## config.mk

```make
export PLATFORM = sky130hd
export DESIGN_NAME = rv32_spi_flash_ctrl
export DESIGN_NICKNAME = d
export VERILOG_FILES = /design/src/rtl/rv32_flash_pkg.sv /design/src/rtl/rv32_spi_shift.sv /design/src/rtl/rv32_spi_flash_ctrl.sv
export SDC_FILE = /design/constraint.sdc
export NUM_CORES = 1
export LEC_CHECK = 0
export BUFFER_PORTS_ARGS = -buffer_cell sky130_fd_sc_hd__buf_2
export CAP_MARGIN = 20
export CORE_AREA = 2 2 108 189
export CTS_CLUSTER_DIAMETER = 40
export CTS_CLUSTER_SIZE = 14
export DETAILED_ROUTE_END_ITERATION = 6
export DIE_AREA = 0 0 110 191
export MAX_ROUTING_LAYER = met4
export PLACE_DENSITY = 0.52
export SLEW_MARGIN = 40
export SYNTH_ARGS = -nofsm -noshare
export SYNTH_HDL_FRONTEND = slang
export SYNTH_SLANG_ARGS = --single-unit
```

## constraint.sdc

```tcl
create_clock -name clk -period 8.13 [get_ports clk]
set_clock_uncertainty 0.05 [all_clocks]
set_input_delay 0.4065 -clock clk [delete_from_list [all_inputs] [get_ports clk]]
set_output_delay 0.4065 -clock clk [all_outputs]
set_load 0.02 [all_outputs]
```

## src/rtl/rv32_flash_pkg.sv

```systemverilog
// Shared types and constants for the SPI flash read controller.
// Holds the FSM state encoding, the read command and the transfer sizes.
package rv32_flash_pkg;
    typedef enum logic [2:0] {IDLE, CMD, DATA, DONE, HOLD, DESEL} state_t;

    localparam logic [7:0] CMD_READ  = 8'h03;
    localparam int         CMD_BITS  = 32;
    localparam int         DATA_BITS = 32;

    // Flash streams bytes in address order; the bus expects byte 0 in the low lane.
    function automatic logic [31:0] bswap32(input logic [31:0] w);
        return {w[7:0], w[15:8], w[23:16], w[31:24]};
    endfunction
endpackage

```

## src/rtl/rv32_spi_shift.sv

```systemverilog
// SPI mode-0 shift engine: clock divider, bit counter and one 32-bit shift register.
// A start pulse loads a word; exactly DATA_BITS bit-times follow, back-to-back starts allowed.
module rv32_spi_shift
    import rv32_flash_pkg::*;
#(
    parameter int CLK_DIV = 1
) (
    input  logic                 clk,
    input  logic                 rst_n,
    input  logic                 start,
    input  logic                 tx_en,
    input  logic [DATA_BITS-1:0] load,
    input  logic                 miso,
    output logic                 sck,
    output logic                 mosi,
    output logic                 last,
    output logic [DATA_BITS-1:0] rx_word
);
    localparam int DW = (CLK_DIV > 1) ? $clog2(CLK_DIV) : 1;
    localparam int BW = $clog2(DATA_BITS);
    localparam logic [DW-1:0] DIV_MAX = DW'(CLK_DIV - 1);
    localparam logic [BW-1:0] BIT_MAX = BW'(DATA_BITS - 1);

    logic                 busy, phase, tx_q, miso_q, half_end;
    logic [DW-1:0]        div_cnt;
    logic [BW-1:0]        bit_cnt;
    logic [DATA_BITS-1:0] shreg;

    assign half_end = busy && (div_cnt == DIV_MAX);
    assign last     = half_end && phase && (bit_cnt == BIT_MAX);
    assign sck      = busy & phase;
    assign mosi     = busy & tx_q & shreg[DATA_BITS-1];
    // The final sampled bit is still in miso_q during the last cycle, so merge it here.
    assign rx_word  = {shreg[DATA_BITS-2:0], miso_q};

    always_ff @(posedge clk or negedge rst_n) begin
        if (!rst_n) begin
            busy    <= 1'b0;
            phase   <= 1'b0;
            tx_q    <= 1'b0;
            miso_q  <= 1'b0;
            div_cnt <= '0;
            bit_cnt <= '0;
            shreg   <= '0;
        end else if (start) begin
            busy    <= 1'b1;
            phase   <= 1'b0;
            div_cnt <= '0;
            bit_cnt <= '0;
            shreg   <= load;
            tx_q    <= tx_en;
        end else if (busy) begin
            if (half_end) begin
                div_cnt <= '0;
                phase   <= ~phase;
                if (!phase) begin
                    miso_q <= miso;
                end else begin
                    // Falling edge: advance mosi and commit the bit sampled on the rise.
                    shreg   <= {shreg[DATA_BITS-2:0], miso_q};
                    bit_cnt <= bit_cnt + 1'b1;
                    if (bit_cnt == BIT_MAX) busy <= 1'b0;
                end
            end else begin
                div_cnt <= div_cnt + 1'b1;
            end
        end
    end
endmodule

```

## src/rtl/rv32_spi_flash_ctrl.sv

```systemverilog
// Memory-mapped read-only SPI flash controller for a picorv32-style bus.
// Keeps CS asserted after a read so a following sequential word skips the command phase.
module rv32_spi_flash_ctrl
    import rv32_flash_pkg::*;
#(
    parameter int          CLK_DIV     = 1,
    parameter logic [31:0] FLASH_BASE  = 32'h0000_0000,
    parameter int          HOLD_CYCLES = 16,
    parameter int          CSB_HIGH    = 2
) (
    input  logic        clk,
    input  logic        rst_n,
    input  logic        mem_valid,
    input  logic        mem_instr,
    input  logic [31:0] mem_addr,
    input  logic [31:0] mem_wdata,
    input  logic [3:0]  mem_wstrb,
    output logic [31:0] mem_rdata,
    output logic        mem_rdy,
    output logic        flash_csb,
    output logic        flash_clk,
    output logic        flash_mosi,
    input  logic        flash_miso
);
    state_t                state, state_n;
    logic                  done_hold, dh_n;
    logic [21:0]           last_addr;
    logic [15:0]           cnt;
    logic                  hit, is_wr, seq;
    logic                  sh_start, sh_tx, sh_last, set_addr, cap, cnt_clr, cnt_inc;
    logic [DATA_BITS-1:0]  sh_load, rx_word;
    logic [CMD_BITS-1:0]   cmd_word;
    logic                  unused;

    assign unused   = ^{mem_instr, mem_wdata, mem_addr[1:0]};
    assign hit      = mem_valid && (mem_addr[31:24] == FLASH_BASE[31:24]);
    assign is_wr    = |mem_wstrb;
    assign seq      = (mem_addr[23:2] == last_addr + 22'd1);
    assign cmd_word = {CMD_READ, mem_addr[23:2], 2'b00};

    assign mem_rdy   = (state == DONE);
    assign flash_csb = !(state == CMD || state == DATA || state == HOLD ||
                         (state == DONE && done_hold));

    rv32_spi_shift #(.CLK_DIV(CLK_DIV)) u_shift (
        .clk     (clk),
        .rst_n   (rst_n),
        .start   (sh_start),
        .tx_en   (sh_tx),
        .load    (sh_load),
        .miso    (flash_miso),
        .sck     (flash_clk),
        .mosi    (flash_mosi),
        .last    (sh_last),
        .rx_word (rx_word)
    );

    always_comb begin
        state_n  = state;
        dh_n     = done_hold;
        sh_start = 1'b0;
        sh_tx    = 1'b0;
        sh_load  = '0;
        set_addr = 1'b0;
        cap      = 1'b0;
        cnt_clr  = 1'b0;
        cnt_inc  = 1'b0;
        case (state)
            IDLE: if (hit) begin
                if (is_wr) begin
                    state_n = DONE;
                    dh_n    = 1'b0;
                end else begin
                    state_n  = CMD;
                    sh_start = 1'b1;
                    sh_tx    = 1'b1;
                    sh_load  = cmd_word;
                    set_addr = 1'b1;
                end
            end
            CMD: if (sh_last) begin
                state_n  = DATA;
                sh_start = 1'b1;
            end
            DATA: if (sh_last) begin
                state_n = DONE;
                cap     = 1'b1;
                dh_n    = 1'b1;
            end
            DONE: begin
                state_n = done_hold ? HOLD : IDLE;
                cnt_clr = 1'b1;
            end
            HOLD: begin
                if (hit && is_wr) begin
                    state_n = DONE;
                    dh_n    = 1'b1;
                end else if (hit && seq) begin
                    state_n  = DATA;
                    sh_start = 1'b1;
                    set_addr = 1'b1;
                end else if (hit || cnt == 16'(HOLD_CYCLES - 1)) begin
                    state_n = DESEL;
                    cnt_clr = 1'b1;
                end else begin
                    cnt_inc = 1'b1;
                end
            end
            // The IDLE acceptance cycle also has CS high, so DESEL supplies the remainder.
            DESEL: begin
                if (32'(cnt) + 32'd2 >= 32'(CSB_HIGH)) begin
                    state_n = IDLE;
                    cnt_clr = 1'b1;
                end else begin
                    cnt_inc = 1'b1;
                end
            end
            default: state_n = IDLE;
        endcase
    end

    always_ff @(posedge clk or negedge rst_n) begin
        if (!rst_n) begin
            state     <= IDLE;
            done_hold <= 1'b0;
            last_addr <= '0;
            cnt       <= '0;
            mem_rdata <= '0;
        end else begin
            state     <= state_n;
            done_hold <= dh_n;
            if (set_addr) last_addr <= mem_addr[23:2];
            if (cnt_clr) cnt <= '0;
            else if (cnt_inc) cnt <= cnt + 16'd1;
            if (cap) mem_rdata <= bswap32(rx_word);
        end
    end
endmodule

```

==> flow_metrics.tcl <==
set metrics [dict create \
    cts_max_path_buffers 2 \
    first_iter_violations 245 \
    io_pins 109 \
    ant_nets 0 \
    setup_ws_ns 4.38 \
    grt_pass1_vias 5541 \
    finalWirelength_um 18000 \
    synth_area_leaders "dfrtp_1 43%, a21oi_1 5.7%, mux2_2 5.7%, mux2_4 4.9%, nor2_1 4.6%" \
    min_path_type "in -> reg" \
    fmax_mhz 267 \
    path_class "reg -> reg" \
    ys_types 70 \
    antenna_found_initial 0 \
    final_hold_viol_count 0 \
    synth_seq_area_share 0.430 \
    avgSynthCellArea_sq_um 9.52 \
    synth_cells 709 \
    gp_congestion 0.849 \
    dp_slack_ns 4.21 \
    fillers 1896 \
    grt_max_degree 74 \
    routed_wire_length_per_instance_um 17.7 \
    start_util 0.346 \
    dieHeight_um 191 \
    slew_headroom 0.487 \
    cp-end-kind "flip-flop" \
    io_buffer_count 73 \
    place_inst 985 \
    syn-cell-area_sq_mm 0.00675 \
    placementRows 68 \
    nets 839 \
    cts.htree.levels 4 \
    setup_viol 0 \
    hpwlAfterDp_um 12300 \
    min_period_over_period 0.461 \
    path_max_fanout 43 \
    via_per_inst 5.41 \
    peakVddDrop_uv 132 \
    rrSetupSlack_ns 4.38 \
    clkSinkCount 116 \
    core_area_sq_mm 0.0195 \
    finalMaxSlewViolations 0 \
    root_buffer "clkbuf_16" \
    rsz0062_at_grt "false" \
    cts_tree "done" \
    die_x_um 110 \
    syn_nets 788 \
    total_power_uw 1710 \
    route.met3.wl_um 583 \
    dr.max_layer_used "met4" \
    synth_top_cell_area_share 0.430 \
    netlist_top_cells_count "116 x dfrtp_1, 82 x nor2_1, 77 x a21oi_1, 42 x nand2_1, 38 x o21ai_0" \
    route.met2.wl_um 9630 \
    synth-edff-count 0 \
    ys_warn_count 0 \
    cts_buffers 17 \
    grt_first_pass_wirelength_um 29000 \
    max_cap_viol_count 0 \
    p_leak_uw 0.00312 \
    tns_ns 0 \
    hold_end "u_shift.miso_q" \
    r2r_start "last_addr[2]" \
    async_flop_share 1.00 \
    syn2layout_area_growth_pct 17.6 \
    m1WireLength_um 7450 \
    yosysMostFrequentCell "dfrtp_1" \
    yosysTopAreaCell "dfrtp_1" \
    worstPathArrival_ns 4.00 \
    hold_start "flash_miso" \
    grt_use_total 0.183 \
    start_kind "flip-flop" \
    fin_util 0.407 \
    fin_cells 1018 \
    die-area_sq_mm 0.0210 \
    powerDensity_mw_per_mm2 215 \
    clock_latency_ns 0.42 \
    outcome "finished clean" \
    post-cts-setup-buffers 0 \
    ys.flop_type "dfrtp_1" \
    drc 0 \
    r2r-end "last_addr[21]" \
    ys_ff_latch 116 \
    worstRegToRegCells 9 \
    cp.required_ns 8.38 \
    clkTransAtPathRegs_ns 0.06 \
    grt_overflow 0 \
    drive_above_1_share 0.239 \
    n_antenna_cell 0 \
    drtPass1Iterations 4 \
    min_period_ns 3.75 \
    whs_path_depth 3 \
    worst-slew-pin-transition_ns 0.769 \
    dr_total_vias 5509 \
]
[logic make-up (layout without fill, tap and decap cells)]
family | after synthesis | count (layout) | share of synthesized area
muxes | 71 | 71 | 0.128
DFF | 116 | 116 | 0.430
buffers and inverters | 59 | 123 | 0.0413
xor gates and xnor gates | 41 | 41 | 0.0532
adders and majority gates | 6 | 6 | 0.0111
and+or+nand+nor | 256 | 256 | 0.191
AOI/OAI and AO/OA | 160 | 160 | 0.145
[through the flow]
stage | area (sq um) | hold WS [ns]
final | 7930 | 0.199
after global routing | 7930 | 0.203
after CTS | 7930 | 0.191
after detailed placement | 7290 | 0.404
after global placement | 7260 | 0.394
after floorplan | 6750 | 0.0609
[worst max-delay path by stage]
stage | startpoint | end | slack [ns] | depth (start not counted)
after global placement | mem_addr[26] | u_shift.shreg[23] | 4.17 | 9
final | last_addr[2] | last_addr[21] | 4.38 | 9
after floorplan | last_addr[2] | last_addr[20] | 5.41 | 10
after detailed placement | mem_addr[26] | last_addr[11] | 4.21 | 9
after global routing | last_addr[2] | last_addr[14] | 4.15 | 9
after CTS | last_addr[2] | last_addr[2] | 4.39 | 9
[power by group]
group	total (uW)	switching, uW	internal, uW
Sequential	649	48.5	600
Combinational	247	155	92.0
Clock	813	296	517
[area by class of cell]
cell class	instances	area, sq um	share of cell area
multi-input cells	534	3620	0.457
clock buffers	18	429	0.0541
well taps	245	307	0.0386
inverters	10	37.5	0.00473
flip-flops and latches	116	2900	0.366
repair buffers	81	434	0.0547
clock inverters	14	200	0.0252
[worst max-delay path, stage by stage, from the launching register on]
cell	delay [ns]
dfrtp_1	0.46
nand4_1	0.30
or4_1	0.62
nor2_1	0.18
mux2i_1	0.22
a31oi_1	0.20
or2_1	0.32
a41oi_4	0.24
buf_4	0.60
mux2_4	0.35
[per-layer routing]
metal | up-vias | global-route usage
li1 | 2646 | -
met1 | 2708 | 0.210
met2 | 123 | 0.317
met3 | 32 | 0.0303
met4 | 0 | 0.0652
met5 | - | -
[layout by cell type, fill, tap and decap left out, drive strengths merged, types with 6 or more instances in the layout]
| master | Yosys | layout |
|---|---|---|
| inv | 9 | 13 |
| o21ai | 39 | 39 |
| a21oi | 77 | 77 |
| dfrtp | 116 | 116 |
| and3 | 15 | 15 |
| xnor2 | 19 | 19 |
| mux2i | 15 | 15 |
| nand3 | 28 | 28 |
| ha | 6 | 6 |
| nand2 | 43 | 43 |
| and4 | 7 | 7 |
| nand4 | 14 | 14 |
| nor2 | 83 | 83 |
| nand2b | 7 | 7 |
| nor3 | 25 | 25 |
| mux2 | 56 | 56 |
| buf | 21 | 80 |
| nor4 | 6 | 6 |
| clkbuf | 28 | 18 |
| xor2 | 22 | 22 |
[flip-flops by register name, indices dropped and copies added, names as in the netlist]
| signal | flops |
|---|---|
| done_hold | 1 |
| u_shift.shreg | 32 |
| cnt | 16 |
| u_shift.miso_q | 1 |
| u_shift.bit_cnt | 5 |
| last_addr | 22 |
| mem_rdata | 32 |
| u_shift.div_cnt | 1 |
| u_shift.phase | 1 |
| state | 3 |
| u_shift.busy | 1 |
| u_shift.tx_q | 1 |
[timing repair]
action                    in CTS  in global routing
resized for setup              0                  0
hold endpoints to repair      43                  0
hold buffers                   1                  0
No activity file was read; power rests on OpenSTA's default activity.
